--- src/rtl/bitmap_read_arbiter_pkg.sv ---
// Shared types and sizing for the bitmap read arbiter.
// Defaults match a 4096-entry, 12-bit color bitmap memory.
// Arbiter state names the port that owns the next rvalid.
package bitmap_pkg;

  localparam int ABITS = 12;
  localparam int DBITS = 12;

  typedef logic [ABITS-1:0] bmap_addr_t;
  typedef logic [DBITS-1:0] color_t;

  typedef enum logic [1:0] {
    S_IDLE = 2'd0,
    S_G0   = 2'd1,
    S_G1   = 2'd2
  } arb_state_t;

endpackage

--- src/rtl/bitmap_read_arbiter_if.sv ---
// Requester-side bundle for the bitmap read arbiter: two req/addr/gnt ports
// plus the shared registered read-data return with per-port valid flags.
// master = requesters (display + sprite engine), slave = arbiter.
interface bitmap_read_arbiter_if
  import bitmap_pkg::*;
#(
  parameter int Abits = ABITS,
  parameter int Dbits = DBITS
);

  logic             req0;
  logic [Abits-1:0] addr0;
  logic             gnt0;
  logic             rvalid0;
  logic             req1;
  logic [Abits-1:0] addr1;
  logic             gnt1;
  logic             rvalid1;
  logic [Dbits-1:0] rdata;

  modport master (
    output req0, addr0, req1, addr1,
    input  gnt0, gnt1, rvalid0, rvalid1, rdata
  );

  modport slave (
    input  req0, addr0, req1, addr1,
    output gnt0, gnt1, rvalid0, rvalid1, rdata
  );

endinterface

--- src/rtl/bitmap_read_arbiter.sv ---
// Two-port arbiter for the async-read bitmap memory: port 0 priority, port 1 starvation-protected.
// Latency: grant is combinational; rdata/rvalid registered one cycle after the grant.
// Backpressure: a request held without grant stays pending (addr stable); dropping it withdraws it.
module bitmap_read_arbiter
  import bitmap_pkg::*;
#(
  parameter int Abits      = ABITS,
  parameter int Dbits      = DBITS,
  parameter int STARVE_LIM = 4
) (
  input  logic                 clk,
  input  logic                 reset_n,
  bitmap_read_arbiter_if.slave bus,
  output logic [Abits-1:0]     bitmap_addr,
  input  logic [Dbits-1:0]     color_value
);

  // A zero limit still needs a 1-bit counter; it simply sits at the limit.
  localparam int CW = (STARVE_LIM > 0) ? $clog2(STARVE_LIM + 1) : 1;
  localparam logic [CW-1:0] LIM = CW'(STARVE_LIM);

  arb_state_t       state_q, state_d;
  logic [CW-1:0]    starve_q, starve_d;
  logic [Abits-1:0] last_addr_q, last_addr_d;
  logic [Dbits-1:0] rdata_q, rdata_d;
  logic             force1, gnt0, gnt1;

  // Grant decision and memory address mux; grants are suppressed during reset.
  always_comb begin
    force1      = bus.req1 && (starve_q == LIM);
    gnt1        = reset_n && bus.req1 && (!bus.req0 || force1);
    gnt0        = reset_n && bus.req0 && !gnt1;
    bitmap_addr = gnt0 ? bus.addr0 : (gnt1 ? bus.addr1 : last_addr_q);
  end

  // Next-state: result owner, starvation count, held address and captured data.
  always_comb begin
    state_d     = S_IDLE;
    starve_d    = '0;
    last_addr_d = bitmap_addr;
    rdata_d     = rdata_q;
    if (gnt0) begin
      state_d = S_G0;
    end else if (gnt1) begin
      state_d = S_G1;
    end
    if (gnt0 || gnt1) begin
      rdata_d = color_value;
    end
    if (bus.req1 && !gnt1) begin
      starve_d = (starve_q == LIM) ? starve_q : starve_q + 1'b1;
    end
  end

  // State registers; reset drops any result still in flight.
  always_ff @(posedge clk or negedge reset_n) begin
    if (!reset_n) begin
      state_q     <= S_IDLE;
      starve_q    <= '0;
      last_addr_q <= '0;
      rdata_q     <= '0;
    end else begin
      state_q     <= state_d;
      starve_q    <= starve_d;
      last_addr_q <= last_addr_d;
      rdata_q     <= rdata_d;
    end
  end

  assign bus.gnt0    = gnt0;
  assign bus.gnt1    = gnt1;
  assign bus.rvalid0 = (state_q == S_G0);
  assign bus.rvalid1 = (state_q == S_G1);
  assign bus.rdata   = rdata_q;

endmodule

--- src/flat_wrapper.sv ---
// flat-port wrapper written by rule: the top's interface ports become plain ports
module bitmap_read_arbiter_flat import bitmap_pkg::*;
#(
  parameter int Abits      = ABITS,
  parameter int Dbits      = DBITS,
  parameter int STARVE_LIM = 4
)
  (clk, reset_n, bitmap_addr, color_value, bus_req0, bus_addr0, bus_req1, bus_addr1, bus_gnt0, bus_gnt1, bus_rvalid0, bus_rvalid1, bus_rdata);
  bitmap_read_arbiter_if #(.Abits(Abits), .Dbits(Dbits)) bus_i ();
  input  logic clk;
  input  logic reset_n;
  output logic [Abits-1:0] bitmap_addr;
  input  logic [Dbits-1:0] color_value;
  input wire logic [$bits(bus_i.req0)-1:0] bus_req0;
  input wire logic [$bits(bus_i.addr0)-1:0] bus_addr0;
  input wire logic [$bits(bus_i.req1)-1:0] bus_req1;
  input wire logic [$bits(bus_i.addr1)-1:0] bus_addr1;
  output wire logic [$bits(bus_i.gnt0)-1:0] bus_gnt0;
  output wire logic [$bits(bus_i.gnt1)-1:0] bus_gnt1;
  output wire logic [$bits(bus_i.rvalid0)-1:0] bus_rvalid0;
  output wire logic [$bits(bus_i.rvalid1)-1:0] bus_rvalid1;
  output wire logic [$bits(bus_i.rdata)-1:0] bus_rdata;
  assign bus_i.req0 = bus_req0;
  assign bus_i.addr0 = bus_addr0;
  assign bus_i.req1 = bus_req1;
  assign bus_i.addr1 = bus_addr1;
  assign bus_gnt0 = bus_i.gnt0;
  assign bus_gnt1 = bus_i.gnt1;
  assign bus_rvalid0 = bus_i.rvalid0;
  assign bus_rvalid1 = bus_i.rvalid1;
  assign bus_rdata = bus_i.rdata;
  bitmap_read_arbiter #(.Abits(Abits), .Dbits(Dbits), .STARVE_LIM(STARVE_LIM)) u_core (.clk(clk), .reset_n(reset_n), .bus(bus_i), .bitmap_addr(bitmap_addr), .color_value(color_value));
endmodule
--- config.mk ---
export PLATFORM = sky130hd
export DESIGN_NAME = bitmap_read_arbiter_flat
export DESIGN_NICKNAME = d
export VERILOG_FILES = /design/src/rtl/bitmap_read_arbiter_pkg.sv /design/src/rtl/bitmap_read_arbiter_if.sv /design/src/rtl/bitmap_read_arbiter.sv /design/src/flat_wrapper.sv
export SDC_FILE = /design/constraint.sdc
export NUM_CORES = 1
export LEC_CHECK = 0
export ABC_CLOCK_PERIOD_IN_PS = 3500
export BUFFER_PORTS_ARGS = -buffer_cell sky130_fd_sc_hd__buf_2
export CORE_ASPECT_RATIO = 0.5
export CORE_UTILIZATION = 50
export CTS_BUF_LIST = sky130_fd_sc_hd__clkbuf_4
export CTS_CLUSTER_SIZE = 24
export DETAILED_ROUTE_END_ITERATION = 8
export PLACE_DENSITY_LB_ADDON = 0.25
export RECOVER_POWER = 50
export SLEW_MARGIN = 0
export SYNTH_ARGS = -nofsm -noshare
export SYNTH_HDL_FRONTEND = slang
export SYNTH_SLANG_ARGS = --single-unit
--- constraint.sdc ---
create_clock -name clk -period 3.5 [get_ports clk]
set_input_delay 0.525 -clock clk [delete_from_list [all_inputs] [get_ports clk]]
set_output_delay 0.525 -clock clk [all_outputs]
set_load 0.02 [all_outputs]
==> results.cfg, run 1 <==
[status]
status = finished clean

[worst_setup_path]
crit_type = flip-flop to output pin
start_kind = flip-flop
slowest_delay_ps = 510
cp-end-kind = output pin
reg2reg_slack_ps = 1660
crit_required_ps = 2970
slowest_stage = a21oi_4
worst-path-max-fanout = 18
worstPathCellList = inv_1, ha_1, nand2_1, a21oi_4, mux2_2, buf_2
crit_arrival_ps = 2210

[power]
ir_worst_vdd_mv = 0.317
p_leak_nw = 0.851
pwr_density_cell_mw_per_mm2 = 478

[placement]
placed_area_mm2 = 0.00170
globalplace.congestion = 0.708
port_buffers = 67
hpwl_mm = 1.81

[synthesis]
synth-adder-area-share = 0.0188
seq_area_frac_synth = 0.545
synth_top_cell_by_area = dfrtp_1
syn_inst = 88
synth_top_family_by_area = multiplexers
yosysTopAreaCellShare = 0.545
synth_compound_area_frac = 0.0160
synthMuxAreaShare = 0.337
synth_xor_area_frac = 0.00657
synth_warnings = 0
ys_types = 17
ys_ff_latch = 29
netlist_area_mm2 = 0.00133
syn_nets = 130
ys_top_cells_by_area = dfrtp_1 (54%), mux2_2 (23%), mux2_4 (10%)
avgSynthCellArea_um2 = 15.1
yosys.area_share.simple = 0.0488

[floorplanning]
die_y_um = 38.5
die_w_um = 75.0
initial_utilization = 0.565
ioPinCount = 68
die_area_mm2 = 0.00289
core-area_mm2 = 0.00236
placementRows = 12

[sta]
skew_ps = 8.73
maxSlewHeadroom = 0.194
holdWs_ps = 146
tightestPinTransition_ps = 1210
fin_tns_setup_ps = 0
setup_viol = 0
rsz0062_at_grt = no
period_share = 0.781
min_period_ps = 2730
slew_viol_final = 0
finalHoldViolCount = 0
fmax_mhz = 366

[final_layout]
drive_gt1_frac = 0.602
finalNetCount = 203
fillerInstances = 168
area_growth_pct = 29.3
antennaDiodeCount = 0
stdcell_area_mm2 = 0.00172

[global_route]
grt_overflow_total = 0
antenna_found_initial = 0
grt_pass1_wl_mm = 3.53
grt_max_degree = 24
gr-usage-all-layers = 0.179
grt_pass1_vias = 853

[clock_network]
clock_latency_ps = 320
cts_tree = done
cts.path.max_buffers = 2
cts_root_buf = clkbuf_4
htree_levels = 2
cts_made_buffers = 5
cts.clk_slew.worst_paths_ps = 90
cts_resized = 0
cts_sinks = 29
postCtsHoldBufs = 0
cts_setup_buffers = 0

[detailed_routing]
vias = 921
drt_first_pass_iters = 3
wl_per_cell_um = 12.6
viasPerCell = 4.70
ant_nets = 0
drt-total-wl_mm = 2.47
route.detailed.drc = 0
first_iter_violations = 18

[run]
max_cap_violations = 0

[min_path]
hp-class = input pin to async pin
==> sequential cells by signal (all words and copies together) (netlist names) <==
register            flops
u_core.starve_q         3
u_core.last_addr_q     12
u_core.bus.rdata       12
u_core.state_q          2
==> placed cells by master (no fill, tap or decap) <==
master    Yosys  final
mux2i_1       1      1
nor2b_1       2      2
mux2_2       27     27
nand2_1       3      3
clkbuf_4      0      6
ha_1          2      2
a21oi_4       1      1
buf_2         0     52
mux2_4        9      9
nand2_2       1      1
clkinv_1      0      1
nor4b_1       1      1
clkbuf_1      0     16
nor2_1        3      3
o21ai_0       1      1
nor3b_1       2      2
xnor2_1       1      1
dfrtp_1      29     29
inv_1         2      2
buf_4         1      1
==> Yosys cell counts <==
cell	count
dfrtp_1	29
mux2_2	27
mux2_4	9
nand2_1	3
nor2_1	3
buf_6	2
ha_1	2
inv_1	2
nor2b_1	2
nor3b_1	2
a21oi_4	1
buf_4	1
mux2i_1	1
nand2_2	1
nor4b_1	1
o21ai_0	1
xnor2_1	1
==> stage by stage <==
stage / cells / setup WS (ps) / power [mW] / util
2_1_floorplan: 88 / 1380 / 0.568 / -
3_3_place_gp: 189 / 1090 / 0.647 / 0.720
3_5_place_dp: 189 / 1060 / 0.653 / 0.720
4_1_cts: 196 / 770 / 0.840 / 0.740
5_1_grt: 196 / 629 / 0.869 / 0.731
6_report: 196 / 767 / 0.823 / 0.731
==> metal layers <==
| layer | routed length [µm] | vias up | GRT usage | part of all wire |
|---|---|---|---|---|
| li1 | - | 455 | - | - |
| met1 | 1170 | 416 | 0.207 | 0.47 |
| met2 | 1050 | 48 | 0.302 | 0.42 |
| met3 | 235 | 2 | 0.0868 | 0.095 |
| met4 | 13 | 0 | 0.0425 | 0.0053 |
| met5 | 0 | - | 0 | 0 |
==> layout make-up <==
cell class | instances | area (µm²) | share of cell area
Sequential cell | 29 | 726 | 0.421
Multi-Input combinational cell | 54 | 569 | 0.330
Timing Repair Buffer | 69 | 328 | 0.190
Clock buffer | 6 | 45.0 | 0.0261
Tap cell | 35 | 43.8 | 0.0254
Inverter | 2 | 7.51 | 0.00436
Clock inverter | 1 | 3.75 | 0.00218
==> worst paths after layout <==
check                               startpoint                endpoint  cells after the start
max                         u_core.starve_q[0]          bitmap_addr[8]                      6
min                                    reset_n  u_core.last_addr_q[10]                      1
max reg2reg                 u_core.starve_q[0]   u_core.last_addr_q[8]                      5
min reg2reg                u_core.bus.rdata[2]     u_core.bus.rdata[2]                      1
max in group asynchronous              reset_n     u_core.bus.rdata[5]                      2
min in group clk                color_value[0]     u_core.bus.rdata[0]                      2
==> critical path: cells and delay by family, from the launching register on <==
family	cells	cell delay, ps
AOI/OAI and AO/OA	1	510
DFF	1	410
muxes	1	410
buffers and inverters	2	230
adders and majority gates	1	170
and+or+nand+nor	1	150
==> report_power, final <==
part / switching (mW) / internal [mW]
clock network: 0.103 / 0.0805
logic: 0.127 / 0.113
registers: 0.0178 / 0.381
==> logic make-up (layout without fill, tap and decap cells) <==
group / Yosys count / count (layout)
mux: 37 / 37
flops: 29 / 29
simple gates: 12 / 12
buf+inv: 5 / 78
fa+ha+maj: 2 / 2
compound gates: 2 / 2
xor+xnor: 1 / 1
No activity file was read; power rests on OpenSTA's default activity.
==> run 2, diff against run 1 <==
Settings changed: ABC_CLOCK_PERIOD_IN_PS 3500 to 2500, CORE_UTILIZATION 50 to 42.
Clock period 3.5 ns to 2.5 ns, I/O delays scaled along.
==> results.cfg, run 2 (synthesized netlist as in run 1, its figures left out) <==
[final_layout]
antennaDiodeCount = 0
area_growth_pct = 33.1
finalNetCount = 205
seqCellArea_um2 = 726
final_cell_mix = buf_2 (53), dfrtp_1 (29), mux2_2 (27)
final_common_cell = buf_2
fillerInstances = 267
final_util = 0.588
drive_gt1_frac = 0.628
stdcell_area_mm2 = 0.00177
multiInputGateArea_um2 = 569

[clock_network]
cts_sinks = 29
cts.path.max_buffers = 2
cts_made_buffers = 5
cts_tree = done
cts_root_buf = clkbuf_4
postCtsHoldBufs = 0
cts_resized = 0
cts.clk_slew.worst_paths_ps = 90
clock_latency_ps = 320
cts_setup_buffers = 1
htree_levels = 2

[worst_setup_path]
r2r-start = u_core.starve_q[0]
worstPathCellList = inv_1, ha_1, nand2_1, a21oi_4, buf_12, mux2_2, buf_2
start_kind = flip-flop
cp-end-kind = output pin
cp_top_family = flip-flops
crit_required_ps = 2120
crit_arrival_ps = 1960
reg2reg_slack_ps = 900
slowest_stage = dfrtp_1
r2r-end = u_core.last_addr_q[0]
path_buf_inv = 3
crit_type = flip-flop to output pin
r2r_cells = 6
slowest_delay_ps = 420
worst-path-max-fanout = 15

[sta]
slew_viol_final = 0
maxSlewHeadroom = 0.345
rsz0062_at_grt = no
finalHoldViolCount = 0
setup_viol = 0
min_period_ps = 2340
fmax_mhz = 427
tightestPinTransition_ps = 976
period_share = 0.936
fin_tns_setup_ps = 0
skew_ps = 12.3

[detailed_routing]
viasPerCell = 4.60
wl_per_cell_um = 12.3
drt-total-wl_mm = 2.51
ant_nets = 0
route.detailed.drc = 0
drt_first_pass_iters = 3
first_iter_violations = 11
vias = 939

[global_route]
grt_overflow_total = 0
antenna_found_initial = 0
gr-usage-all-layers = 0.159
grt_pass1_vias = 866
grt_pass1_wl_mm = 3.88
grt_max_degree = 31

[placement]
port_buffers = 67
placed_area_mm2 = 0.00171
globalplace.congestion = 0.675
hpwl_mm = 1.84

[floorplanning]
ioPinCount = 68
initial_utilization = 0.442
die_w_um = 81.7
die_y_um = 41.8
placementRows = 14
core-area_mm2 = 0.00301
die_area_mm2 = 0.00342

[min_path]
hp-class = input pin to async pin

[power]
ir_worst_vdd_mv = 0.332
p_leak_nw = 0.880
pwr_density_cell_mw_per_mm2 = 676

[status]
status = finished clean

[run]
max_cap_violations = 0
run 2: cell types whose count changed in the layout (fill, tap and decap cells not counted), sizes merged:
cell and change:
buf +4, clkinv -1
run 2: where the power goes:
part	leakage, nW	switching [mW]	internal, mW
clock network	0.0368	0.154	0.145
logic	0.496	0.177	0.163
registers	0.347	0.0256	0.534
run 2: worst reg2reg max path: stages (launching register included):
cell     delay, ps
dfrtp_1        420
inv_1           70
ha_1           160
nand2_1        140
a21oi_4        180
buf_12         160
mux2_2         360
run 2: metal layers:
layer,track usage,vias to the layer above,wire [µm]
li1,-,461,-
met1,0.202,423,1230
met2,0.232,53,998
met3,0.0791,2,262
met4,0.0632,0,18
met5,0,-,0
run 2: cell type report:
cell class                      instances  share of cell area
Inverter                                2             0.00423
Multi-Input combinational cell         54               0.321
Timing Repair Buffer                   71               0.203
Sequential cell                        29               0.409
Clock buffer                            8              0.0339
Tap cell                               40              0.0282
run 2: worst max path at each step:
stage / startpoint / endpoint / cells after the start
after floorplan: u_core.starve_q[0] / bitmap_addr[10] / 6
after detailed placement: u_core.starve_q[0] / bitmap_addr[5] / 6
after global placement: u_core.starve_q[0] / bitmap_addr[8] / 6
after CTS: u_core.starve_q[0] / bitmap_addr[0] / 7
final: u_core.starve_q[0] / bitmap_addr[8] / 7
after global routing: u_core.starve_q[0] / bitmap_addr[8] / 7
run 2: metrics by stage:
step	hold WS (ps)	worst slack [ps]	power, mW	instances
after floorplan	79.4	533	0.795	88
after global placement	470	356	0.910	195
after detailed placement	474	319	0.915	195
after CTS	120	157	1.22	204
after global routing	214	5.26	1.26	204
final	177	160	1.20	204
==> run 3, diff against run 2 <==
Settings changed: BUFFER_PORTS_ARGS -buffer_cell sky130_fd_sc_hd__buf_2 to not set, CORE_UTILIZATION 42 to 50, DONT_BUFFER_PORTS set to 1.
==> results.cfg, run 3 (synthesized netlist as in run 1, its figures left out) <==
[detailed_routing]
ant_nets = 0
drt-total-wl_mm = 2.45
route.detailed.drc = 0
first_iter_violations = 12
vias = 730
viasPerCell = 5.45
wl_per_cell_um = 18.3
drt_first_pass_iters = 3

[global_route]
use_met3 = 0.0974
antenna_found_initial = 0
grt_overflow_total = 0
gr-usage-all-layers = 0.185
busiest_layer = met2
grt_use_met1 = 0.185
grt_pass1_wl_mm = 3.56
grt_pass1_vias = 775
grtUsageMet2 = 0.342
grt_max_degree = 30

[power]
pwr_density_cell_mw_per_mm2 = 749
ir_worst_vdd_mv = 0.352
p_leak_nw = 0.647
total_power_mw = 1.08

[sta]
tightestPinTransition_ps = 1480
rsz0062_at_grt = no
maxSlewHeadroom = 0.0143
setup_ws_ps = 250
min_period_ps = 2250
skew_ps = 8.78
fin_tns_setup_ps = 0
setup_viol = 0
slew_viol_final = 0
fmax_mhz = 445
finalHoldViolCount = 0
period_share = 0.900

[final_layout]
final_util = 0.615
finalNetCount = 140
fin_cells = 134
final_cell_mix = dfrtp_1 (29), mux2_2 (27), mux2_4 (9)
final_common_cell = dfrtp_1
antennaDiodeCount = 0
area_growth_pct = 8.73
drive_gt1_frac = 0.475

[status]
status = finished clean

[worst_setup_path]
crit_type = flip-flop to output pin
start_kind = flip-flop
crit_arrival_ps = 1870
worst-path-max-fanout = 16
crit_required_ps = 2120
slowest_delay_ps = 420
slowest_stage = dfrtp_1
cp-end-kind = output pin
worstPathCellList = inv_1, ha_1, nand2_1, a21oi_4, buf_12, mux2_2

[clock_network]
clock_latency_ps = 310
cts.clk_slew.worst_paths_ps = 90
cts_sinks = 29
cts_made_buffers = 5
htree_levels = 2
cts_root_buf = clkbuf_4
cts_resized = 0
cts.path.max_buffers = 2
cts_tree = done

[placement]
globalplace.congestion = 0.659
dp.cells = 122
pre_cts_ws_ps = 357
hpwl_mm = 1.83
port_buffers = 0

[run]
max_cap_violations = 0

[min_path]
hp-class = input pin to flip-flop

[floorplanning]
die_y_um = 38.5
initial_utilization = 0.565
die_area_mm2 = 0.00289
core-area_mm2 = 0.00236
ioPinCount = 68
die_w_um = 75.0
placementRows = 12
[run 3: changes by cell type in the layout (fill, tap and decap cells not counted)]
cell and change:
clkinv_2 +1, clkbuf_1 -12, buf_4 -1, o21ai_0 +1, buf_2 -53, o21ai_1 -1, clkbuf_4 -3, dlygate4sd3_1 +1
clkinv_1 +2
[run 3: final cells by class]
type	instances	area, µm²
multi-input cells	54	569
inverters	2	7.51
repair buffers	6	52.6
flip-flops and latches	29	726
clock buffers	5	37.5
clock inverters	3	12.5
well taps	35	43.8
fillers	180	908
[run 3: critical path, delay by kind of cell (launching register included)]
kind,cells,cell delay [ps]
DFF,1,420
muxes,1,410
buffers and inverters,2,240
adders and majority gates,1,160
AOI/OAI and AO/OA,1,180
and+or+nand+nor,1,150
[run 3: metrics by stage]
| stage | hold WS (ps) | area [µm²] |
|---|---|---|
| final | 206 | 1450 |
| after global routing | 188 | 1450 |
| after CTS | 193 | 1440 |
| after detailed placement | 80.1 | 1360 |
| after global placement | 80.1 | 1360 |
| after floorplan | 79.4 | 1330 |
[run 3: final timing paths]
path / startpoint / to / cells past startpoint / slack [ps]
worst min-delay path: color_value[6] / u_core.bus.rdata[6] / 1 / 210
worst min register to register: u_core.starve_q[2] / u_core.starve_q[2] / 2 / 610
max in group asynchronous: reset_n / u_core.starve_q[2] / 2 / 670
worst max-delay path: u_core.starve_q[0] / bitmap_addr[5] / 6 / 250
worst max register to register: u_core.starve_q[0] / u_core.last_addr_q[5] / 6 / 800
min in group asynchronous: reset_n / u_core.bus.rdata[9] / 2 / 960
[run 3: power breakdown]
group	total [mW]	internal, mW	switching, mW
clock	0.255	0.101	0.154
sequential	0.600	0.534	0.0654
combinational	0.230	0.110	0.120
[run 3: repair_timing]
action | 4_1_cts | 5_1_grt
setup endpoints to repair | 0 | 12
hold buffers | 2 | 0
buffers inserted | 0 | 2
hold endpoints to repair | 29 | 0
[run 3: routing by layer]
metal  routed length [µm]  share of wire  up-vias
li1                     -              -      327
met1                  927           0.38      355
met2                 1230           0.50       46
met3                  278           0.11        2
met4                   14         0.0057        0
met5                    0              0        -
